### config.mk
export PLATFORM = sky130hd
export DESIGN_NAME = multicycle_control
export DESIGN_NICKNAME = d
export VERILOG_FILES = /design/src/rtl/mips_ctrl_pkg.sv /design/src/rtl/multicycle_control_ctrl_decode.sv /design/src/rtl/multicycle_control.sv
export SDC_FILE = /design/constraint.sdc
export NUM_CORES = 1
export LEC_CHECK = 0
export BUFFER_PORTS_ARGS = -buffer_cell sky130_fd_sc_hd__buf_2
export CORE_AREA = 2 2 39 41
export CTS_BUF_LIST = sky130_fd_sc_hd__clkbuf_4 sky130_fd_sc_hd__clkbuf_8 sky130_fd_sc_hd__clkbuf_16
export CTS_CLUSTER_DIAMETER = 50
export CTS_CLUSTER_SIZE = 30
export DETAILED_ROUTE_END_ITERATION = 8
export DIE_AREA = 0 0 41 43
export PLACE_DENSITY = 0.79
export SYNTH_ARGS = -nofsm -noshare
export SYNTH_HDL_FRONTEND = slang
export SYNTH_SLANG_ARGS = --single-unit
export TNS_END_PERCENT = 5
### constraint.sdc
create_clock -name clk_i -period 2.25 [get_ports clk_i]
set_input_delay 0.45 -clock clk_i [delete_from_list [all_inputs] [get_ports clk_i]]
set_output_delay 0.45 -clock clk_i [all_outputs]
set_load 0.05 [all_outputs]
### src/rtl/mips_ctrl_pkg.sv
// Shared definitions for the multi-cycle MIPS-subset controller: opcodes,
// FSM state encoding and the mux/ALU select encodings seen by the datapath.
package mips_ctrl_pkg;

  localparam logic [5:0] OP_RTYPE = 6'b000000;
  localparam logic [5:0] OP_LW    = 6'b100011;
  localparam logic [5:0] OP_SW    = 6'b101011;
  localparam logic [5:0] OP_BEQ   = 6'b000100;
  localparam logic [5:0] OP_J     = 6'b000010;
  localparam logic [5:0] OP_ADDI  = 6'b001000;

  typedef enum logic [3:0] {
    S_IDLE      = 4'd0,
    S_FETCH     = 4'd1,
    S_DECODE    = 4'd2,
    S_MEM_ADDR  = 4'd3,
    S_MEM_READ  = 4'd4,
    S_MEM_WB    = 4'd5,
    S_MEM_WRITE = 4'd6,
    S_R_EXEC    = 4'd7,
    S_R_WB      = 4'd8,
    S_BRANCH    = 4'd9,
    S_JUMP      = 4'd10,
    S_ADDI_EXEC = 4'd11,
    S_ADDI_WB   = 4'd12
  } state_t;

  // ALU operation request; 2'b10 is not used by this controller.
  typedef enum logic [1:0] {
    ALU_ADD   = 2'b00,
    ALU_SUB   = 2'b01,
    ALU_FUNCT = 2'b11
  } alu_op_t;

  typedef enum logic [1:0] {
    SRCB_REG     = 2'b00,
    SRCB_FOUR    = 2'b01,
    SRCB_IMM     = 2'b10,
    SRCB_IMM_SL2 = 2'b11
  } srcb_t;

  typedef enum logic [1:0] {
    PCSRC_ALU    = 2'b00,
    PCSRC_ALUOUT = 2'b01,
    PCSRC_JUMP   = 2'b10
  } pcsrc_t;

  typedef struct packed {
    logic    pc_write;
    logic    pc_write_cond;
    logic    iord;
    logic    mem_read;
    logic    mem_write;
    logic    ir_write;
    logic    mem_to_reg;
    pcsrc_t  pc_source;
    alu_op_t alu_op;
    logic    alu_src_a;
    srcb_t   alu_src_b;
    logic    reg_write;
    logic    reg_dst;
  } ctrl_word_t;

endpackage

### src/rtl/multicycle_control_ctrl_decode.sv
// Combinational lookup from FSM state to the datapath control word.
// mem_ready only qualifies the FETCH-state IR/PC loads.
module ctrl_decode
  import mips_ctrl_pkg::*;
(
  input  state_t     state,
  input  logic       mem_ready,
  output ctrl_word_t ctrl
);

  // Every field defaults to 0 so unused controls never float.
  always_comb begin
    ctrl = '0;
    unique case (state)
      S_FETCH: begin
        ctrl.mem_read  = 1'b1;
        ctrl.alu_src_b = SRCB_FOUR;
        ctrl.ir_write  = mem_ready;
        ctrl.pc_write  = mem_ready;
      end
      S_DECODE: begin
        // Speculative branch target into ALUOut.
        ctrl.alu_src_b = SRCB_IMM_SL2;
      end
      S_MEM_ADDR, S_ADDI_EXEC: begin
        ctrl.alu_src_a = 1'b1;
        ctrl.alu_src_b = SRCB_IMM;
      end
      S_MEM_READ: begin
        ctrl.mem_read = 1'b1;
        ctrl.iord     = 1'b1;
      end
      S_MEM_WB: begin
        ctrl.reg_write  = 1'b1;
        ctrl.mem_to_reg = 1'b1;
      end
      S_MEM_WRITE: begin
        ctrl.mem_write = 1'b1;
        ctrl.iord      = 1'b1;
      end
      S_R_EXEC: begin
        ctrl.alu_src_a = 1'b1;
        ctrl.alu_op    = ALU_FUNCT;
      end
      S_R_WB: begin
        ctrl.reg_write = 1'b1;
        ctrl.reg_dst   = 1'b1;
      end
      S_ADDI_WB: begin
        ctrl.reg_write = 1'b1;
      end
      S_BRANCH: begin
        ctrl.alu_src_a     = 1'b1;
        ctrl.alu_op        = ALU_SUB;
        ctrl.pc_write_cond = 1'b1;
        ctrl.pc_source     = PCSRC_ALUOUT;
      end
      S_JUMP: begin
        ctrl.pc_write  = 1'b1;
        ctrl.pc_source = PCSRC_JUMP;
      end
      default: ctrl = '0;
    endcase
  end

endmodule

### src/rtl/multicycle_control.sv
// Multi-cycle sequencer: steps each instruction through fetch, decode,
// execute, memory and writeback, stalling on the memory ready handshake.
module multicycle_control
  import mips_ctrl_pkg::*;
(
  input  logic       clk_i,
  input  logic       rst_i,
  input  logic       start_i,
  input  logic [5:0] Op_i,
  input  logic       mem_ready_i,
  output logic       PCWrite_o,
  output logic       PCWriteCond_o,
  output logic       IorD_o,
  output logic       MemRead_o,
  output logic       MemWrite_o,
  output logic       IRWrite_o,
  output logic       MemtoReg_o,
  output logic [1:0] PCSource_o,
  output logic [1:0] ALUOp_o,
  output logic       ALUSrcA_o,
  output logic [1:0] ALUSrcB_o,
  output logic       RegWrite_o,
  output logic       RegDst_o,
  output logic       illegal_o,
  output logic [3:0] state_o
);

  state_t     state_reg, state_next;
  logic       illegal_reg, illegal_next;
  ctrl_word_t ctrl;

  // State and sticky illegal flag; reset abandons any instruction in flight.
  always_ff @(posedge clk_i or negedge rst_i) begin
    if (!rst_i) begin
      state_reg   <= S_IDLE;
      illegal_reg <= 1'b0;
    end else begin
      state_reg   <= state_next;
      illegal_reg <= illegal_next;
    end
  end

  // Next-state selection; start_i only matters in IDLE.
  always_comb begin
    state_next   = state_reg;
    illegal_next = illegal_reg;
    unique case (state_reg)
      S_IDLE:      if (start_i) state_next = S_FETCH;
      S_FETCH:     if (mem_ready_i) state_next = S_DECODE;
      S_DECODE: begin
        case (Op_i)
          OP_LW, OP_SW: state_next = S_MEM_ADDR;
          OP_RTYPE:     state_next = S_R_EXEC;
          OP_BEQ:       state_next = S_BRANCH;
          OP_J:         state_next = S_JUMP;
          OP_ADDI:      state_next = S_ADDI_EXEC;
          default: begin
            state_next   = S_FETCH;
            illegal_next = 1'b1;
          end
        endcase
      end
      S_MEM_ADDR:  state_next = (Op_i == OP_SW) ? S_MEM_WRITE : S_MEM_READ;
      S_MEM_READ:  if (mem_ready_i) state_next = S_MEM_WB;
      S_MEM_WRITE: if (mem_ready_i) state_next = S_FETCH;
      S_R_EXEC:    state_next = S_R_WB;
      S_ADDI_EXEC: state_next = S_ADDI_WB;
      S_MEM_WB, S_R_WB, S_ADDI_WB, S_BRANCH, S_JUMP: state_next = S_FETCH;
      default:     state_next = S_IDLE;
    endcase
  end

  ctrl_decode u_decode (
    .state     (state_reg),
    .mem_ready (mem_ready_i),
    .ctrl      (ctrl)
  );

  assign PCWrite_o     = ctrl.pc_write;
  assign PCWriteCond_o = ctrl.pc_write_cond;
  assign IorD_o        = ctrl.iord;
  assign MemRead_o     = ctrl.mem_read;
  assign MemWrite_o    = ctrl.mem_write;
  assign IRWrite_o     = ctrl.ir_write;
  assign MemtoReg_o    = ctrl.mem_to_reg;
  assign PCSource_o    = ctrl.pc_source;
  assign ALUOp_o       = ctrl.alu_op;
  assign ALUSrcA_o     = ctrl.alu_src_a;
  assign ALUSrcB_o     = ctrl.alu_src_b;
  assign RegWrite_o    = ctrl.reg_write;
  assign RegDst_o      = ctrl.reg_dst;
  assign illegal_o     = illegal_reg;
  assign state_o       = state_reg;

endmodule

==> run metrics <==
status=completed; cell area power density=between 1500 and 2000 nW/um^2; clock share of power=0.091; post-synth top area cell=dfrtp_1; io pins=31; Layout Nets=around 120; Tot GR Track Use=0.187; register area share after synthesis=0.209; Vias per Instance=around 5.6; total clock buffers created by CTS=3; initial DRC count=14; Bufs and invs on worst path=1; fmax=about 0.47 GHz; RSZ-0062 raised after global routing=no; layout cells sized above 1=0.366; Worst Path Arrival=1.68 ns; Sink Count=5; Routed WL=1480 um; root buffer cell=clkbuf_4; final critical-path share of the clock period=0.947; first-pass GRT wire length=about 2300 um; Cell Int Power=~470 uW; IR drop worst, VDD=833 uV; DR WL met3=between 70 and 80 um; Critical Path End Type=output port; Mapped Area=598 sq um; total power=approximately 1200 uW; die area=between 1500 and 2000 sq um; CP max FO=20; DRC=0; switching share of power=0.617; Met1 Routed Length=between 600 and 700 um; final cell count without fillers=around 130; CTS tree=yes; DRT Pass-1 Iters=4; via count=723; Psw=around 760 uW; IO buf count=30; # Max-Cap Violations=0; critical path type=reg -> out; Core ar.=~1400 sq um; Post-Route Skew=0.00300 ns; relative slew slack=0.637; Mapped Cells=83; Tmin final=between 2 and 2.5 ns; Top Family by Delay on Critical Path=flip-flops; Fill cells=between 100 and 150; Mapped Nets=93; Yosys top cell area share=0.209; EDFF count, synth=0; FP Rows=14; sequential power share=0.178; Area growth, synth to finish=30.5%; ys async rst share=1.00; Critical Path, Cell by Cell=nor2b_1, a32oi_1, nor2_1, buf_2; setup violators final=0; Starting Density=0.432; max-slew violations=0; Post-Route Setup TNS=0 ns; CP startpoint kind=flop; routed len/inst=11.6 um; flop and latch count out of synthesis=5; Die Height=around 43 um; vias in the first global route=slightly below 600; Synth warnings=0; Synth top cells by count=nor2_1 (12), nor2b_1 (7); Leakage Power=just under 0.0004 uW; post-route antenna net violation count=0; hold_buf cts=0; Cell variety after synth=37; Remaining Overflow, GRT=0; GPL Wtd Cong=0.755; worst-margin pin slew=approximately 0.54 ns; Synth Flop Type=dfrtp_1; most common cell in the netlist=nor2_1; antenna cells=0; die width=slightly above 40 um; Met2 Routed Length=718 um; final hold vios=0; largest net degree at the start of global routing=21; Comb pwr share=0.731; ranking of synthesized cells by area=dfrtp_1 (21%), nor2_1 (7.5%), nor2b_1 (7.3%); Syn Area/Cell=7.21 sq um; Max Used Layer=met3; H-tree levels=1; clock transition at the registers of the reported paths=~0.04 ns; Cells after DPL=around 120; Finished Core Util=0.564; WP data required=1.80 ns; HPWL after DPL=around 1200 um; initial antenna violation count=0; slowest stage cell, crit path=dfrtp_1; worst hold path class=in -> async; Slowest Stage Delay on Critical Path=just under 0.7 ns; Worst-Skew Late Latency=~0.24 ns; CTS Buffer Depth=2
==> cells by family (layout without fill, tap and decap cells) <==
kind of cell    after synthesis  count (layout)  share of synthesized area
flops                         5               5                      0.209
buf+inv                       9              38                     0.0858
compound gates               20              20                      0.257
xor+xnor                      2               2                     0.0293
simple gates                 47              47                      0.418
==> through the flow <==
step           instance area, sq um  worst slack, ns  hold WS [ns]
2_1_floorplan                   608           -0.378         0.154
4_1_cts                         779           0.0842       0.00694
5_1_grt                         781           0.0148       0.00614
6_report                        781            0.119        0.0133
3_5_place_dp                    749            0.348         0.265
3_3_place_gp                    749            0.412         0.265
==> layout make-up <==
class | instances | area, sq um | share of cell area
Clock buffer | 4 | 30.0 | 0.0385
Inverter | 2 | 7.51 | 0.00962
Multi-Input combinational cell | 69 | 432 | 0.553
Sequential cell | 5 | 126 | 0.162
Tap cell | 16 | 20.0 | 0.0256
Timing Repair Buffer | 32 | 165 | 0.212
==> power by group through the flow <==
stage / logic, uW / clock network, uW / registers, uW
finish: 905 / 113 / 220
floorplan: 685 / 0 / 264
CTS: 908 / 118 / 219
global route: 963 / 126 / 230
detailed placement: 906 / 0 / 221
global placement: 900 / 0 / 216
==> worst register-to-register path, stage by stage, from the launching register on <==
cell and delay (ns):
dfrtp_1 0.52, or2b_1 0.34, and2_4 0.18, a221o_1 0.30, o22ai_2 0.09
==> path summary, 6_finish.rpt <==
path / end / slack (ns) / start / cells after the start
max: PCWrite_o / 0.12 / state_o[0]$_DFFE_PN0P_ / 4
min: state_o[2]$_DFFE_PN0P_ / 0.01 / rst_i / 1
max reg2reg: state_o[0]$_DFFE_PN0P_ / 0.74 / state_o[2]$_DFFE_PN0P_ / 4
min reg2reg: illegal_o$_DFFE_PN0P_ / 0.45 / illegal_o$_DFFE_PN0P_ / 1
max in group asynchronous: state_o[3]$_DFFE_PN0P_ / 2.10 / rst_i / 1
min in group clk_i: illegal_o$_DFFE_PN0P_ / 0.45 / illegal_o$_DFFE_PN0P_ / 1
==> routing by layer <==
metal,GRT usage,vias to the layer above
met4,0.0800,0
met2,0.306,24
met1,0.236,338
met3,0.0157,0
li1,-,361
met5,0,-
==> flip-flops by register name, indices dropped and copies added (netlist names) <==
signal / count
state_o: 4
illegal_o: 1
==> what timing repair did <==
item / 4_1_cts / 5_1_grt
endpoints found under the setup margin: 0 / 1
buffers inserted: 0 / 0
gates resized for setup: 0 / 1
==> layout by cell type, fill, tap and decap left out, drive strengths merged <==
cell and count:
o21ai 5, clkbuf 4, or2b 1, inv 2
nor2 12, o211ai 1, nand2b 3, and2 4
o22ai 2, and3 3, a221o 1, o21a 1
xor2 1, dfrtp 5, a222oi 1, nand3 2
nor2b 7, nand2 5, a32oi 1, o311ai 1
a21boi 1, o2111ai 1, a41o 2, nor3 5
buf 32, nor3b 1, nor4 2, and4 1
o2bb2ai 1, a21oi 1, a211oi 1, xnor2 1
or3 1
Power figures use the tool's default switching activity.
